[src/rtl/uart_program_loader_pkg.sv]
// Shared types and constants for the UART program loader and its receiver.
package uart_loader_pkg;

  typedef enum logic [2:0] {
    ST_IDLE,
    ST_LEN_LO,
    ST_LEN_HI,
    ST_DATA,
    ST_CHECK,
    ST_ERROR
  } loader_state_t;

  typedef enum logic [1:0] {
    RX_IDLE,
    RX_START,
    RX_DATA,
    RX_STOP
  } rx_state_t;

  localparam logic [7:0] LOADER_HEADER  = 8'hA5;
  localparam int         BYTES_PER_WORD = 4;

endpackage

[src/rtl/uart_program_loader_rx.sv]
// 8N1 UART receiver: two-flop synchroniser, glitch-checked start bit, centre sampling.
module uart_rx
  import uart_loader_pkg::*;
#(
  parameter int CLK_FREQ = 100_000_000,
  parameter int BAUD     = 115200
) (
  input  logic       clk,
  input  logic       reset,
  input  logic       rx,
  output logic       rx_valid,
  output logic [7:0] rx_data,
  output logic       rx_ferr
);

  localparam int CPB   = CLK_FREQ / BAUD;
  localparam int CNT_W = $clog2(CPB);
  localparam logic [CNT_W-1:0] FULL_M1 = CNT_W'(CPB - 1);
  localparam logic [CNT_W-1:0] HALF_M1 = CNT_W'(CPB / 2 - 1);

  rx_state_t        state_q, state_d;
  logic             sync1_q, sync2_q, prev_q;
  logic [CNT_W-1:0] cnt_q, cnt_d;
  logic [2:0]       bit_q, bit_d;
  logic [7:0]       shift_q, shift_d;
  logic             valid_q, valid_d, ferr_q, ferr_d;
  logic             full_tick, half_tick;

  assign full_tick = (cnt_q == FULL_M1);
  assign half_tick = (cnt_q == HALF_M1);

  always_ff @(posedge clk or negedge reset) begin
    if (!reset) state_q <= RX_IDLE;
    else        state_q <= state_d;
  end

  always_comb begin
    state_d = state_q;
    case (state_q)
      RX_IDLE:  if (prev_q && !sync2_q) state_d = RX_START;
      // Line back high at half a bit means the falling edge was a glitch
      RX_START: if (half_tick) state_d = sync2_q ? RX_IDLE : RX_DATA;
      RX_DATA:  if (full_tick && bit_q == 3'd7) state_d = RX_STOP;
      RX_STOP:  if (full_tick) state_d = RX_IDLE;
      default:  state_d = RX_IDLE;
    endcase
  end

  always_comb begin
    cnt_d   = cnt_q + CNT_W'(1);
    bit_d   = bit_q;
    shift_d = shift_q;
    valid_d = 1'b0;
    ferr_d  = 1'b0;
    case (state_q)
      RX_IDLE:  cnt_d = '0;
      RX_START: if (half_tick) cnt_d = '0;
      RX_DATA: begin
        if (full_tick) begin
          cnt_d   = '0;
          shift_d = {sync2_q, shift_q[7:1]};
          bit_d   = bit_q + 3'd1;
        end
      end
      RX_STOP: begin
        if (full_tick) begin
          valid_d = sync2_q;
          ferr_d  = !sync2_q;
        end
      end
      default: cnt_d = '0;
    endcase
  end

  always_ff @(posedge clk or negedge reset) begin
    if (!reset) begin
      sync1_q <= 1'b1;
      sync2_q <= 1'b1;
      prev_q  <= 1'b1;
      cnt_q   <= '0;
      bit_q   <= '0;
      shift_q <= '0;
      valid_q <= 1'b0;
      ferr_q  <= 1'b0;
    end else begin
      sync1_q <= rx;
      sync2_q <= sync1_q;
      prev_q  <= sync2_q;
      cnt_q   <= cnt_d;
      bit_q   <= bit_d;
      shift_q <= shift_d;
      valid_q <= valid_d;
      ferr_q  <= ferr_d;
    end
  end

  assign rx_valid = valid_q;
  assign rx_ferr  = ferr_q;
  assign rx_data  = shift_q;

endmodule

[src/rtl/uart_program_loader.sv]
// Streams a framed program image from the UART into RAM, holding the CPU in reset meanwhile.
module uart_program_loader
  import uart_loader_pkg::*;
#(
  parameter int CLK_FREQ       = 100_000_000,
  parameter int BAUD           = 115200,
  parameter int ADDR_WIDTH     = 14,
  parameter int DATA_WIDTH     = 32,
  parameter int TIMEOUT_CYCLES = 10_000_000
) (
  input  logic                  clk,
  input  logic                  reset,
  input  logic                  uart_rx,
  output logic                  mem_we,
  output logic [ADDR_WIDTH-1:0] mem_addr,
  output logic [DATA_WIDTH-1:0] mem_wdata,
  output logic                  cpu_hold,
  output logic                  busy,
  output logic                  done,
  output logic                  error
);

  localparam int TMO_W = $clog2(TIMEOUT_CYCLES + 1);
  localparam int LEN_W = ADDR_WIDTH + 1;
  localparam logic [1:0] IDX_LAST = 2'(BYTES_PER_WORD - 1);

  logic       rx_valid, rx_ferr;
  logic [7:0] rx_data;

  uart_rx #(.CLK_FREQ(CLK_FREQ), .BAUD(BAUD)) u_rx (
    .clk      (clk),
    .reset    (reset),
    .rx       (uart_rx),
    .rx_valid (rx_valid),
    .rx_data  (rx_data),
    .rx_ferr  (rx_ferr)
  );

  loader_state_t         state_q, state_d;
  logic                  mem_we_q, mem_we_d;
  logic [ADDR_WIDTH-1:0] mem_addr_q, mem_addr_d;
  logic [DATA_WIDTH-1:0] mem_wdata_q, mem_wdata_d, word_q, word_d;
  logic [1:0]            idx_q, idx_d;
  logic [7:0]            chk_q, chk_d, len_lo_q, len_lo_d;
  logic [LEN_W-1:0]      len_q, len_d, wcnt_q, wcnt_d;
  logic [TMO_W-1:0]      tmo_q, tmo_d;
  logic                  cpu_hold_q, cpu_hold_d, done_q, done_d, error_q, error_d;
  logic [15:0]           len_rx;
  logic                  len_too_big, tmo_hit, last_word;

  assign len_rx      = {rx_data, len_lo_q};
  assign len_too_big = (32'(len_rx) > (32'd1 << ADDR_WIDTH));
  assign tmo_hit     = (state_q != ST_IDLE) && (tmo_q == TMO_W'(TIMEOUT_CYCLES));
  assign last_word   = ((wcnt_q + LEN_W'(1)) == len_q);

  always_ff @(posedge clk or negedge reset) begin
    if (!reset) state_q <= ST_IDLE;
    else        state_q <= state_d;
  end

  always_comb begin
    state_d = state_q;
    if (state_q == ST_ERROR)                   state_d = ST_IDLE;
    else if (state_q != ST_IDLE && rx_ferr)    state_d = ST_ERROR;
    else if (tmo_hit)                          state_d = ST_ERROR;
    else if (rx_valid) begin
      case (state_q)
        ST_IDLE:   if (rx_data == LOADER_HEADER) state_d = ST_LEN_LO;
        ST_LEN_LO: state_d = ST_LEN_HI;
        ST_LEN_HI: begin
          if (len_too_big)       state_d = ST_ERROR;
          else if (len_rx == '0) state_d = ST_CHECK;
          else                   state_d = ST_DATA;
        end
        ST_DATA:   if (idx_q == IDX_LAST && last_word) state_d = ST_CHECK;
        ST_CHECK:  state_d = (rx_data == chk_q) ? ST_IDLE : ST_ERROR;
        default:   state_d = ST_IDLE;
      endcase
    end
  end

  always_comb begin
    mem_we_d    = 1'b0;
    done_d      = 1'b0;
    mem_addr_d  = mem_we_q ? mem_addr_q + ADDR_WIDTH'(1) : mem_addr_q;
    mem_wdata_d = mem_wdata_q;
    word_d      = word_q;
    idx_d       = idx_q;
    chk_d       = chk_q;
    len_lo_d    = len_lo_q;
    len_d       = len_q;
    wcnt_d      = wcnt_q;
    cpu_hold_d  = cpu_hold_q;
    error_d     = error_q;
    tmo_d       = (state_q == ST_IDLE || rx_valid) ? '0 : tmo_q + TMO_W'(1);
    if (state_q == ST_ERROR) begin
      error_d = 1'b1;
    end else if (rx_valid && !tmo_hit) begin
      case (state_q)
        ST_IDLE: begin
          if (rx_data == LOADER_HEADER) begin
            cpu_hold_d = 1'b1;
            error_d    = 1'b0;
            mem_addr_d = '0;
            idx_d      = '0;
            chk_d      = '0;
            wcnt_d     = '0;
          end
        end
        ST_LEN_LO: len_lo_d = rx_data;
        ST_LEN_HI: len_d = LEN_W'(len_rx);
        ST_DATA: begin
          chk_d = chk_q + rx_data;
          word_d[{idx_q, 3'b000} +: 8] = rx_data;
          idx_d = idx_q + 2'd1;
          // Write issues the cycle after the last byte; the address bumps one cycle later
          if (idx_q == IDX_LAST) begin
            mem_wdata_d = word_d;
            mem_we_d    = 1'b1;
            wcnt_d      = wcnt_q + LEN_W'(1);
          end
        end
        ST_CHECK: begin
          if (rx_data == chk_q) begin
            done_d     = 1'b1;
            cpu_hold_d = 1'b0;
          end
        end
        default: ;
      endcase
    end
  end

  always_ff @(posedge clk or negedge reset) begin
    if (!reset) begin
      mem_we_q    <= 1'b0;
      mem_addr_q  <= '0;
      mem_wdata_q <= '0;
      word_q      <= '0;
      idx_q       <= '0;
      chk_q       <= '0;
      len_lo_q    <= '0;
      len_q       <= '0;
      wcnt_q      <= '0;
      tmo_q       <= '0;
      cpu_hold_q  <= 1'b0;
      done_q      <= 1'b0;
      error_q     <= 1'b0;
    end else begin
      mem_we_q    <= mem_we_d;
      mem_addr_q  <= mem_addr_d;
      mem_wdata_q <= mem_wdata_d;
      word_q      <= word_d;
      idx_q       <= idx_d;
      chk_q       <= chk_d;
      len_lo_q    <= len_lo_d;
      len_q       <= len_d;
      wcnt_q      <= wcnt_d;
      tmo_q       <= tmo_d;
      cpu_hold_q  <= cpu_hold_d;
      done_q      <= done_d;
      error_q     <= error_d;
    end
  end

  assign mem_we    = mem_we_q;
  assign mem_addr  = mem_addr_q;
  assign mem_wdata = mem_wdata_q;
  assign cpu_hold  = cpu_hold_q;
  assign busy      = (state_q != ST_IDLE);
  assign done      = done_q;
  assign error     = error_q;

endmodule

[config.mk]
export PLATFORM = sky130hd
export DESIGN_NAME = uart_program_loader
export DESIGN_NICKNAME = d
export VERILOG_FILES = /design/src/rtl/uart_program_loader_pkg.sv /design/src/rtl/uart_program_loader_rx.sv /design/src/rtl/uart_program_loader.sv
export SDC_FILE = /design/constraint.sdc
export NUM_CORES = 1
export LEC_CHECK = 0
export CORE_MARGIN = 2
export CORE_UTILIZATION = 30
export DETAILED_ROUTE_END_ITERATION = 6
export PLACE_DENSITY = 0.45
export SLEW_MARGIN = 20
export SYNTH_ARGS = -nofsm -noshare
export SYNTH_HDL_FRONTEND = slang
export SYNTH_SLANG_ARGS = --single-unit
[constraint.sdc]
create_clock -name clk -period 7.35 [get_ports clk]
set_input_delay 1.47 -clock clk [delete_from_list [all_inputs] [get_ports clk]]
set_output_delay 1.47 -clock clk [all_outputs]
set_load 0.01 [all_outputs]
==> key figures, run 1 <==
Status
  – Status: finished clean

Setup path
  – Critical Path Max Stage Delay: 0.56 ns
  – Critical Path Sink Type: output pin
  – Max FO, Critical Path: 11
  – Worst path cell trace: or3_1 > clkdlybuf4s50_1
  – Critical Path AT: 2.04 ns
  – CP max-delay cell: clkdlybuf4s50_1
  – Worst endpoint required time: 5.88 ns
  – Crit Path Category: flop to output pin
  – Buf/Inv on CP: 1
  – Startpoint types: flop
  – Cell family with most CP delay: buffers and inverters

STA
  – Fmax: 0.285 GHz
  – Worst hold slack: 0.360 ns
  – Final hold vios: 0
  – Final setup vio count: 0
  – Period minus WS final: 3.51 ns
  – Setup Skew: 0.0151 ns
  – Fin crit share: 0.478
  – Max Transition Viols Final: 0
  – Relative slew margins: 0.289
  – Worst-margin pin slew: 1.06 ns
  – RSZ-0062 raised after global routing: false
  – Fin Setup TNS: 0 ns

Cells and area
  – ANT cells: 0
  – Final Cell Area: 0.0104 mm^2
  – Layout cells sized above 1: 0.0947
  – Layout net count: 920
  – Area Overhead vs Synth: 16.8%
  – Filler cell count: 2946

Power and ir drop
  – Max VDD drop: 0.112 mV
  – PwrDens: 198 mW/mm^2
  – P_leak: 4.63 nW

Clock tree
  – Setup Fix Bufs, Post-CTS: 0
  – Post-CTS Hold Fix Bufs: 0
  – Post_cts resized: 0
  – Clock root cell: clkbuf_16
  – Clk_lat worst skew: 0.43 ns
  – # H-tree levels: 4
  – Worst-path clk slew: 0.08 ns
  – CTS tree: built
  – Clock Sinks: 185
  – CTS Buffer Depth: 2
  – CTS Buf Count: 17

Global route
  – Pin count of the biggest net entering global routing: 70
  – GRT overflow: 0
  – First-pass GRT wire length: 35700 um
  – Initial antenna violation count: 0
  – Vias in the first global route: 6414
  – All-Layer GR Usage: 0.145

Synth
  – Synth Register Bits: 185
  – Total nets after synthesis: 882
  – Distinct cells, synth: 63
  – Syn Inst Count: 857
  – Seq/Total Area, Yosys: 0.521
  – Number of flops mapped to enable cells by yosys: 0
  – Post-synthesis cell area: 0.00889 mm^2
  – Synthesized area per cell: 10.4 um^2
  – Synth warn: 0
  – Ys flop type: dfrtp_1
  – Post-synth ARST share: 1.00

Die
  – Row count: 63
  – Top-level I/O count: 54
  – Initial Util: 0.303
  – Die area: 0.0310 mm^2
  – Die width: 176 um
  – Die height: 176 um
  – Area of the core: 0.0294 mm^2

Place
  – Port bufs: 53
  – DP Area: 0.00978 mm^2
  – RD Place Congestion: 0.768
  – Detailed placer's ending HPWL: 13600 um

Detailed routing
  – Avg WL per Cell: 16.6 um
  – ANT nets after route: 0
  – Initial DRC count: 364
  – DRT Pass-1 Iters: 5
  – Post-detailed-routing wire length: 21500 um
  – Drt drc: 0
  – DR vias: 6404
  – Routed vias/inst: 4.93

Min path
  – Hold Path Class: flop to flop

Flow run
  – Max_cap viols: 0
-- per-layer routing --
layer,track usage,share of wire,vias to the layer above
li1,-,-,3131
met1,0.215,0.52,3165
met2,0.221,0.44,100
met3,0.0230,0.029,8
met4,0.0355,0.0048,0
met5,0,0,-
-- kinds of logic (layout without fill, tap and decap cells) --
logic type,after synthesis,in the layout,share of synthesized area
DFF,185,185,0.521
buffers and inverters,71,122,0.0350
xor gates and xnor gates,67,67,0.0660
AOI/OAI and AO/OA,164,164,0.137
and+or+nand+nor,312,312,0.165
adders and majority gates,22,22,0.0318
muxes,36,36,0.0452
-- worst paths after layout --
kind / slack (ns) / from / end / cells past startpoint
max: 3.84 / state_q[2] / busy / 2
min: 0.36 / u_rx.sync1_q / u_rx.sync2_q / 0
max reg2reg: 4.22 / state_q[2] / wcnt_q[14] / 9
min reg2reg: 0.36 / u_rx.sync1_q / u_rx.sync2_q / 0
max in group asynchronous: 5.08 / reset / len_lo_q[2] / 2
min in group asynchronous: 0.99 / reset / tmo_q[8] / 1
-- cell type report --
cell class,instances,area (um^2),share of cell area
Sequential cell,185,4630,0.446
Multi-Input combinational cell,601,3960,0.381
Timing Repair Buffer,62,602,0.0579
Tap cell,390,488,0.0470
Clock buffer,17,425,0.0409
Clock inverter,15,174,0.0167
Inverter,28,105,0.0101
-- layout by cell type, fill, tap and decap left out, types with 10 or more instances in the layout --
| cell | instances |
|---|---|
| nand3_1 | 23 |
| nand2_1 | 50 |
| xor2_1 | 33 |
| a21oi_1 | 21 |
| a221oi_1 | 32 |
| xnor2_1 | 34 |
| nand4_1 | 17 |
| mux2_2 | 33 |
| o21ai_0 | 31 |
| or3_1 | 10 |
| dfrtp_1 | 182 |
| a22o_1 | 41 |
| ha_1 | 21 |
| clkbuf_16 | 17 |
| clkdlybuf4s50_1 | 52 |
| inv_1 | 25 |
| nor2_1 | 142 |
| nor3_1 | 18 |
| nor4_1 | 11 |
-- synth_stat cells (6+ instances only) --
cell type,n,area share
inv_1,25,0.011
o21ai_0,31,0.017
or3_1,10,0.0070
xor2_1,33,0.032
buf_2,16,0.0090
a31oi_1,6,0.0042
dfrtp_1,182,0.51
xnor2_1,34,0.033
nor3_1,19,0.011
nor4_1,11,0.0077
a221oi_1,32,0.032
and3_1,9,0.0063
nand2b_1,6,0.0042
a22o_1,41,0.040
mux2_2,33,0.042
nor2_1,142,0.060
nand2_1,50,0.021
clkbuf_1,21,0.0089
nand3_1,23,0.013
a21oi_1,21,0.012
ha_1,21,0.030
nand4_1,17,0.012
-- where the power goes --
part | internal, W | switching, W
Clock | 0.000489 | 0.000455
Combinational | 0.0000201 | 0.0000404
Sequential | 0.00103 | 0.0000198
Total | 0.00154 | 0.000515
-- metrics by stage --
| stage | setup slack, ns | power (W) | instances | utilization |
|---|---|---|---|---|
| 5_1_grt | 3.77 | 0.00215 | 1298 | 0.353 |
| 3_3_place_gp | 4.20 | 0.00113 | 1266 | 0.333 |
| 3_5_place_dp | 4.19 | 0.00114 | 1266 | 0.333 |
| 4_1_cts | 3.80 | 0.00209 | 1298 | 0.353 |
| 2_1_floorplan | 4.91 | 0.00110 | 857 | - |
| 6_report | 3.84 | 0.00206 | 1298 | 0.353 |
-- registers in the layout (all words and copies together), names as in the netlist, 10 cells and up, named ones only --
register    flops
len_q          15
u_rx.cnt_q     10
mem_wdata      32
word_q         32
mem_addr       14
tmo_q          24
wcnt_q         15
-- worst register-to-register path, stage by stage, from the launching register on --
cell and delay, ns:
dfrtp_1 0.52, or3_1 0.54, and4_4 0.23, a2111oi_4 0.32, buf_4 0.31, nand2_2 0.11
inv_2 0.62, o21a_1 0.22, o21ai_0 0.07, o41ai_1 0.08
Note: power is estimated with default switching activity, not from simulation.
==> inputs of run 2 (changes only) <==
Clock period 7.35 ns to 3.4 ns, I/O delays scaled along.
==> run 2 against run 1 <==
Net effect: via count rose by 1.0%; critical path depth rose by 5; worst setup slack got worse by 3.2 ns; global-route usage increased by 0.16 points; clock skew increased by 0.0014 ns; largest cell class unchanged.
==> key figures, run 2 (synthesis results as in run 1) <==
Die
  – Area of the core: 0.0294 mm^2 (unchanged)
  – Initial Util: 0.303 (unchanged)
  – Row count: 63 (unchanged)
  – Die width: 176 um (unchanged)
  – Die area: 0.0310 mm^2 (unchanged)
  – Die height: 176 um (unchanged)
  – Top-level I/O count: 54 (unchanged)

Cells and area
  – Storage element area: 0.00463 mm^2 (unchanged)
  – Most frequent cells in the layout: dfrtp_1 (182), nor2_1 (142), clkdlybuf4s50_1 (52)
  – ANT cells: 0 (unchanged)
  – Multi-input gate area: 0.00395 mm^2 (-0.28%)
  – Final std cells w/o fill: 1314 (+1.2%)
  – Layout net count: 936 (+1.7%)
  – Most common cell after layout, fill and taps aside: dfrtp_1
  – Filler cell count: 2946 (unchanged)
  – Area Overhead vs Synth: 18.3%
  – Layout cells sized above 1: 0.108 (+0.0135)

Setup path
  – CP max-delay cell: dfrtp_1
  – Worst path cell trace: nor3_1 > and3_1 > nand3_1 > a211o_1 > a31o_2 > o21ai_0 > o31ai_1
  – Worst endpoint required time: 3.71 ns (-2.17 ns)
  – Critical Path AT: 3.06 ns (+1.02 ns)
  – Critical Path Max Stage Delay: 0.52 ns (-0.04 ns)
  – Crit Path Category: flop to flop
  – Max FO, Critical Path: 15 (+4)
  – Number of cells on the worst reg-to-reg path: 7 (-2)
  – Critical Path Sink Type: flop
  – R2R Setup Slk: 0.64 ns (-3.58 ns)
  – Startpoint types: flop
  – Reg2Reg Capture Point: wcnt_q[10]
  – Reg-to-Reg Start: u_rx.rx_data[1]

Clock tree
  – Setup Fix Bufs, Post-CTS: 0 (unchanged)
  – # H-tree levels: 4 (unchanged)
  – Post-CTS Hold Fix Bufs: 0 (unchanged)
  – CTS Buffer Depth: 2 (unchanged)
  – Clk_lat worst skew: 0.44 ns (about the same)
  – Clock Sinks: 185 (unchanged)
  – Clock root cell: clkbuf_16
  – Post_cts resized: 0 (unchanged)
  – CTS tree: built
  – Worst-path clk slew: 0.07 ns (about the same)
  – CTS Buf Count: 17 (unchanged)

STA
  – Max Transition Viols Final: 0 (unchanged)
  – Fin crit share: 0.811
  – Final hold vios: 0 (unchanged)
  – Fin Setup TNS: 0 ns (unchanged)
  – RSZ-0062 raised after global routing: false
  – Worst-margin pin slew: 0.817 ns (-0.241 ns)
  – Relative slew margins: 0.456 (+0.166)
  – Fmax: 0.363 GHz
  – Period minus WS final: 2.76 ns
  – Worst hold slack: 0.233 ns (-0.127 ns)
  – Final setup vio count: 0 (unchanged)
  – Setup Skew: 0.0166 ns (+0.00145 ns)

Detailed routing
  – Avg WL per Cell: 16.3 um (-1.6%)
  – Drt drc: 0 (unchanged)
  – Routed vias/inst: 4.92 (-0.20%)
  – ANT nets after route: 0 (unchanged)
  – DRT Pass-1 Iters: 5 (unchanged)
  – DR vias: 6470 (+1.0%)
  – Post-detailed-routing wire length: 21500 um (-0.43%)
  – Initial DRC count: 313 (-14%)

Place
  – RD Place Congestion: 0.785 (+2.2%)
  – Port bufs: 53 (unchanged)
  – Cells after DPL: 1282 (+1.3%)
  – Detailed placer's ending HPWL: 14100 um (+3.6%)

Global route
  – Initial antenna violation count: 0 (unchanged)
  – First-pass GRT wire length: 36200 um (+1.3%)
  – GRT overflow: 0 (unchanged)
  – GR peak layer: met2
  – Met3 usage in global routing: 0.0256 (+0.00258)
  – GR Util met2: 0.225 (+0.00392)
  – Met1 Usage GRT: 0.213 (-0.00164)
  – Pin count of the biggest net entering global routing: 69 (-1.4%)
  – Vias in the first global route: 6594 (+2.8%)
  – All-Layer GR Usage: 0.146 (+0.00162)

Flow run
  – Max_cap viols: 0 (unchanged)

Power and ir drop
  – PwrDens: 424 mW/mm^2 (+110%)
  – Power after layout: 0.00446 W (+120%)
  – P_leak: 4.71 nW (+1.9%)
  – Max VDD drop: 0.338 mV (+200%)

Min path
  – Hold Path Class: primary input to async pin

Status
  – Status: finished clean
run 2: worst max-delay path by stage:
stage,startpoint,endpoint,slack (ns),cells after the start
floorplan,idx_q[0],word_q[16],1.09,7
global placement,state_q[2],mem_wdata[26],0.66,7
detailed placement,state_q[2],mem_wdata[26],0.57,7
CTS,state_q[2],mem_wdata[26],0.57,7
global route,u_rx.rx_data[1],wcnt_q[6],0.41,7
finish,u_rx.rx_data[1],wcnt_q[10],0.64,7
run 2: through the flow:
step	utilization	setup slack (ns)	cell area [um^2]
after global placement	0.338	0.655	9920
after CTS	0.358	0.569	10500
after global routing	0.358	0.408	10500
after detailed placement	0.338	0.569	9920
final	0.358	0.644	10500
after floorplan	-	1.09	8890
run 2: worst max-delay path, delay by kind of cell (launching register included):
kind | cells | cell delay [ns]
AO/OA/AOI/OAI | 4 | 1.18
AND/OR/NAND/NOR | 3 | 0.91
flip-flops | 1 | 0.52
run 2: where the power goes:
| group | internal [W] | switching, W | leakage [nW] |
|---|---|---|---|
| sequential | 0.00223 | 0.0000416 | 2.57 |
| clock | 0.00106 | 0.000996 | 0.295 |
| combinational | 0.0000480 | 0.0000902 | 1.85 |
run 2: cell type report:
cell class | instances | share of cell area
flip-flops and latches | 185 | 0.440
multi-input cells | 601 | 0.375
repair buffers | 78 | 0.0710
well taps | 390 | 0.0464
clock buffers | 17 | 0.0404
clock inverters | 15 | 0.0165
inverters | 28 | 0.00999
run 2: layer usage:
layer	part of all wire	vias up
met5	0	-
met4	0.013	0
met3	0.023	15
met2	0.44	98
met1	0.52	3186
li1	-	3171
==> inputs of run 3 (changes only) <==
Settings changed: PLACE_DENSITY 0.45 to 0.47.
Clock period 3.4 ns to 2.25 ns, I/O delays scaled along.
==> run 3 against run 2 <==
Net effect: clock skew up 0.0099 ns; hold slack better by 0.13 ns; the flow now finishes with violations (negative setup slack); sequential power up 51%; die area unchanged; sequential share of layout area down 5.5 points; wire length up 6.8%; cell area up 14%; core utilization up 5.1 points; non-clock buffer count up 108; highest routed layer unchanged.
==> key figures, run 3 (synthesis results as in run 1) <==
STA
  – Relative slew margins: 0.525 (+0.0690)
  – Max Transition Viols Final: 0 (unchanged)
  – Fin crit share: 1.04 (+0.230)
  – Fmax: 0.427 GHz (+18%)
  – Period minus WS final: 2.34 ns (-0.416 ns)
  – Final hold vios: 0 (unchanged)
  – Worst-margin pin slew: 0.710 ns (-0.106 ns)
  – Setup ws final: -0.0907 ns (-0.734 ns)
  – Setup Skew: 0.0265 ns (+0.00995 ns)
  – RSZ-0062 raised after global routing: true
  – Final setup vio count: 6 (+6)

Clock tree
  – Clock Sinks: 185 (unchanged)
  – CTS tree: built
  – Clk_lat worst skew: 0.45 ns (about the same)
  – CTS Buf Count: 17 (unchanged)
  – CTS Buffer Depth: 2 (unchanged)
  – Clock root cell: clkbuf_16
  – Worst-path clk slew: 0.08 ns (about the same)
  – # H-tree levels: 4 (unchanged)

Cells and area
  – ANT cells: 0 (unchanged)
  – Layout net count: 1044 (+12%)
  – Layout cells sized above 1: 0.266 (+0.157)
  – Final std cells w/o fill: 1422 (+8.2%)
  – Most common cell after layout, fill and taps aside: dfrtp_1
  – Most frequent cells in the layout: dfrtp_1 (180), nor2_1 (138), buf_4 (112)
  – Area Overhead vs Synth: 35.2%
  – Final core utilization: 0.409 (+0.0511)
  – Filler cell count: 2860 (-2.9%)

Detailed routing
  – M1 WL: 11700 um (+4.1%)
  – Drt drc: 0 (unchanged)
  – DR vias: 6956 (+7.5%)
  – WL met3: 691 um (+38%)
  – DRT Pass-1 Iters: 5 (unchanged)
  – ANT nets after route: 0 (unchanged)
  – Avg WL per Cell: 16.1 um (-1.3%)
  – Post-detailed-routing wire length: 22900 um (+6.8%)
  – Initial DRC count: 298 (-4.8%)
  – Uppermost layer routed: met4
  – Metal2 WL: 10300 um (+9.3%)
  – Routed vias/inst: 4.89 (-0.65%)

Setup path
  – Critical Path Sink Type: flop
  – Crit Path Category: flop to flop
  – CP max-delay cell: dfrtp_1
  – Startpoint types: flop
  – Worst path cell trace: buf_6 > nand4_1 > nor3_2 > buf_4 > and3_4 > xnor2_4 > nor4_4 > buf_4 > a21oi_2 > o31a_1
  – Buf/Inv on CP: 3 (+3)
  – Cell family with most CP delay: simple AND/OR/NAND/NOR gates
  – Worst endpoint required time: 2.57 ns (-1.14 ns)
  – Critical Path Max Stage Delay: 0.43 ns (-0.09 ns)
  – Critical Path AT: 2.66 ns (-0.40 ns)
  – Crit-path most repeated cell: buf_4
  – Max FO, Critical Path: 3 (-12)

Die
  – Area of the core: 0.0294 mm^2 (unchanged)
  – Row count: 63 (unchanged)
  – Die width: 176 um (unchanged)
  – Top-level I/O count: 54 (unchanged)
  – Die height: 176 um (unchanged)
  – Initial Util: 0.303 (unchanged)
  – Die area: 0.0310 mm^2 (unchanged)

Power and ir drop
  – Power after layout: 0.00681 W (+53%)
  – PwrDens: 566 mW/mm^2 (+34%)
  – Max VDD drop: 0.411 mV (+22%)
  – P_leak: 5.55 nW (+18%)

Place
  – Port bufs: 53 (unchanged)
  – Cells after DPL: 1370 (+6.9%)
  – RD Place Congestion: 0.779 (-0.80%)
  – Detailed placer's ending HPWL: 14800 um (+5.3%)

Global route
  – Initial antenna violation count: 0 (unchanged)
  – All-Layer GR Usage: 0.149 (+0.00205)
  – Vias in the first global route: 6931 (+5.1%)
  – Pin count of the biggest net entering global routing: 72 (+4.3%)
  – GRT overflow: 0 (unchanged)
  – First-pass GRT wire length: 36800 um (+1.8%)

Flow run
  – Max_cap viols: 0 (unchanged)

Min path
  – Hold Path Class: flop to flop

Status
  – Status: complete, but fails checks
  – Failing checks: negative setup slack
run 3: cell types whose count changed in the layout (fill, tap and decap cells not counted), moves of 6 or more:
cell and delta:
o21ai_0 -9, a221oi_2 +26, buf_12 +6, buf_4 +89, o21ai_1 +8, buf_6 +8, a221oi_1 -31
run 3: per-layer routing:
metal	up-vias	GRT usage
met2	111	0.232
met3	19	0.0258
met1	3441	0.215
met4	0	0.0348
met5	-	0
li1	3385	-
run 3: through the flow:
stage | hold WS (ns) | setup TNS (ns) | instance area [um^2] | setup slack (ns)
after floorplan | 0.154 | 0 | 8910 | 0.00165
after global placement | 0.349 | -1.07 | 10700 | -0.181
after detailed placement | 0.352 | -0.786 | 10700 | -0.169
after CTS | 0.363 | -0.122 | 11400 | -0.0864
after global routing | 0.369 | -3.35 | 12000 | -0.172
final | 0.361 | -0.190 | 12000 | -0.0907
run 3: area by class of cell:
class	instances	area, um^2	share of cell area
sequential	185	4640	0.386
inverter	28	118	0.00978
clock inverter	15	201	0.0168
tap	390	488	0.0406
timing repair buffer	186	1730	0.143
clock buffer	17	425	0.0354
multi-input combinational	601	4430	0.368
run 3: power breakdown:
group | internal, W | total, W | leakage, nW | switching, W
Clock | 0.00155 | 0.00316 | 0.303 | 0.00161
Combinational | 0.0000769 | 0.000214 | 2.69 | 0.000137
Sequential | 0.00337 | 0.00343 | 2.56 | 0.0000630
run 3: what timing repair did:
action / in CTS / in global routing
buffers inserted: 5 / 11
hold buffers: 1 / 0
pin swaps: 12 / 14
endpoints found under the setup margin: 24 / 100
resized for setup: 17 / 85
cloned: 0 / 4
endpoints found under the hold margin: 30 / 0
run 3: path summary, 6_finish.rpt:
kind | cells past startpoint | endpoint | slack [ns] | startpoint
max reg2reg | 10 | state_q[0] | -0.09 | wcnt_q[0]
max | 10 | state_q[0] | -0.09 | wcnt_q[0]
min in group asynchronous | 2 | mem_addr[12] | 0.48 | reset
max in group asynchronous | 3 | u_rx.rx_data[1] | 1.08 | reset
min reg2reg | 0 | u_rx.sync2_q | 0.36 | u_rx.sync1_q
min | 0 | u_rx.sync2_q | 0.36 | u_rx.sync1_q
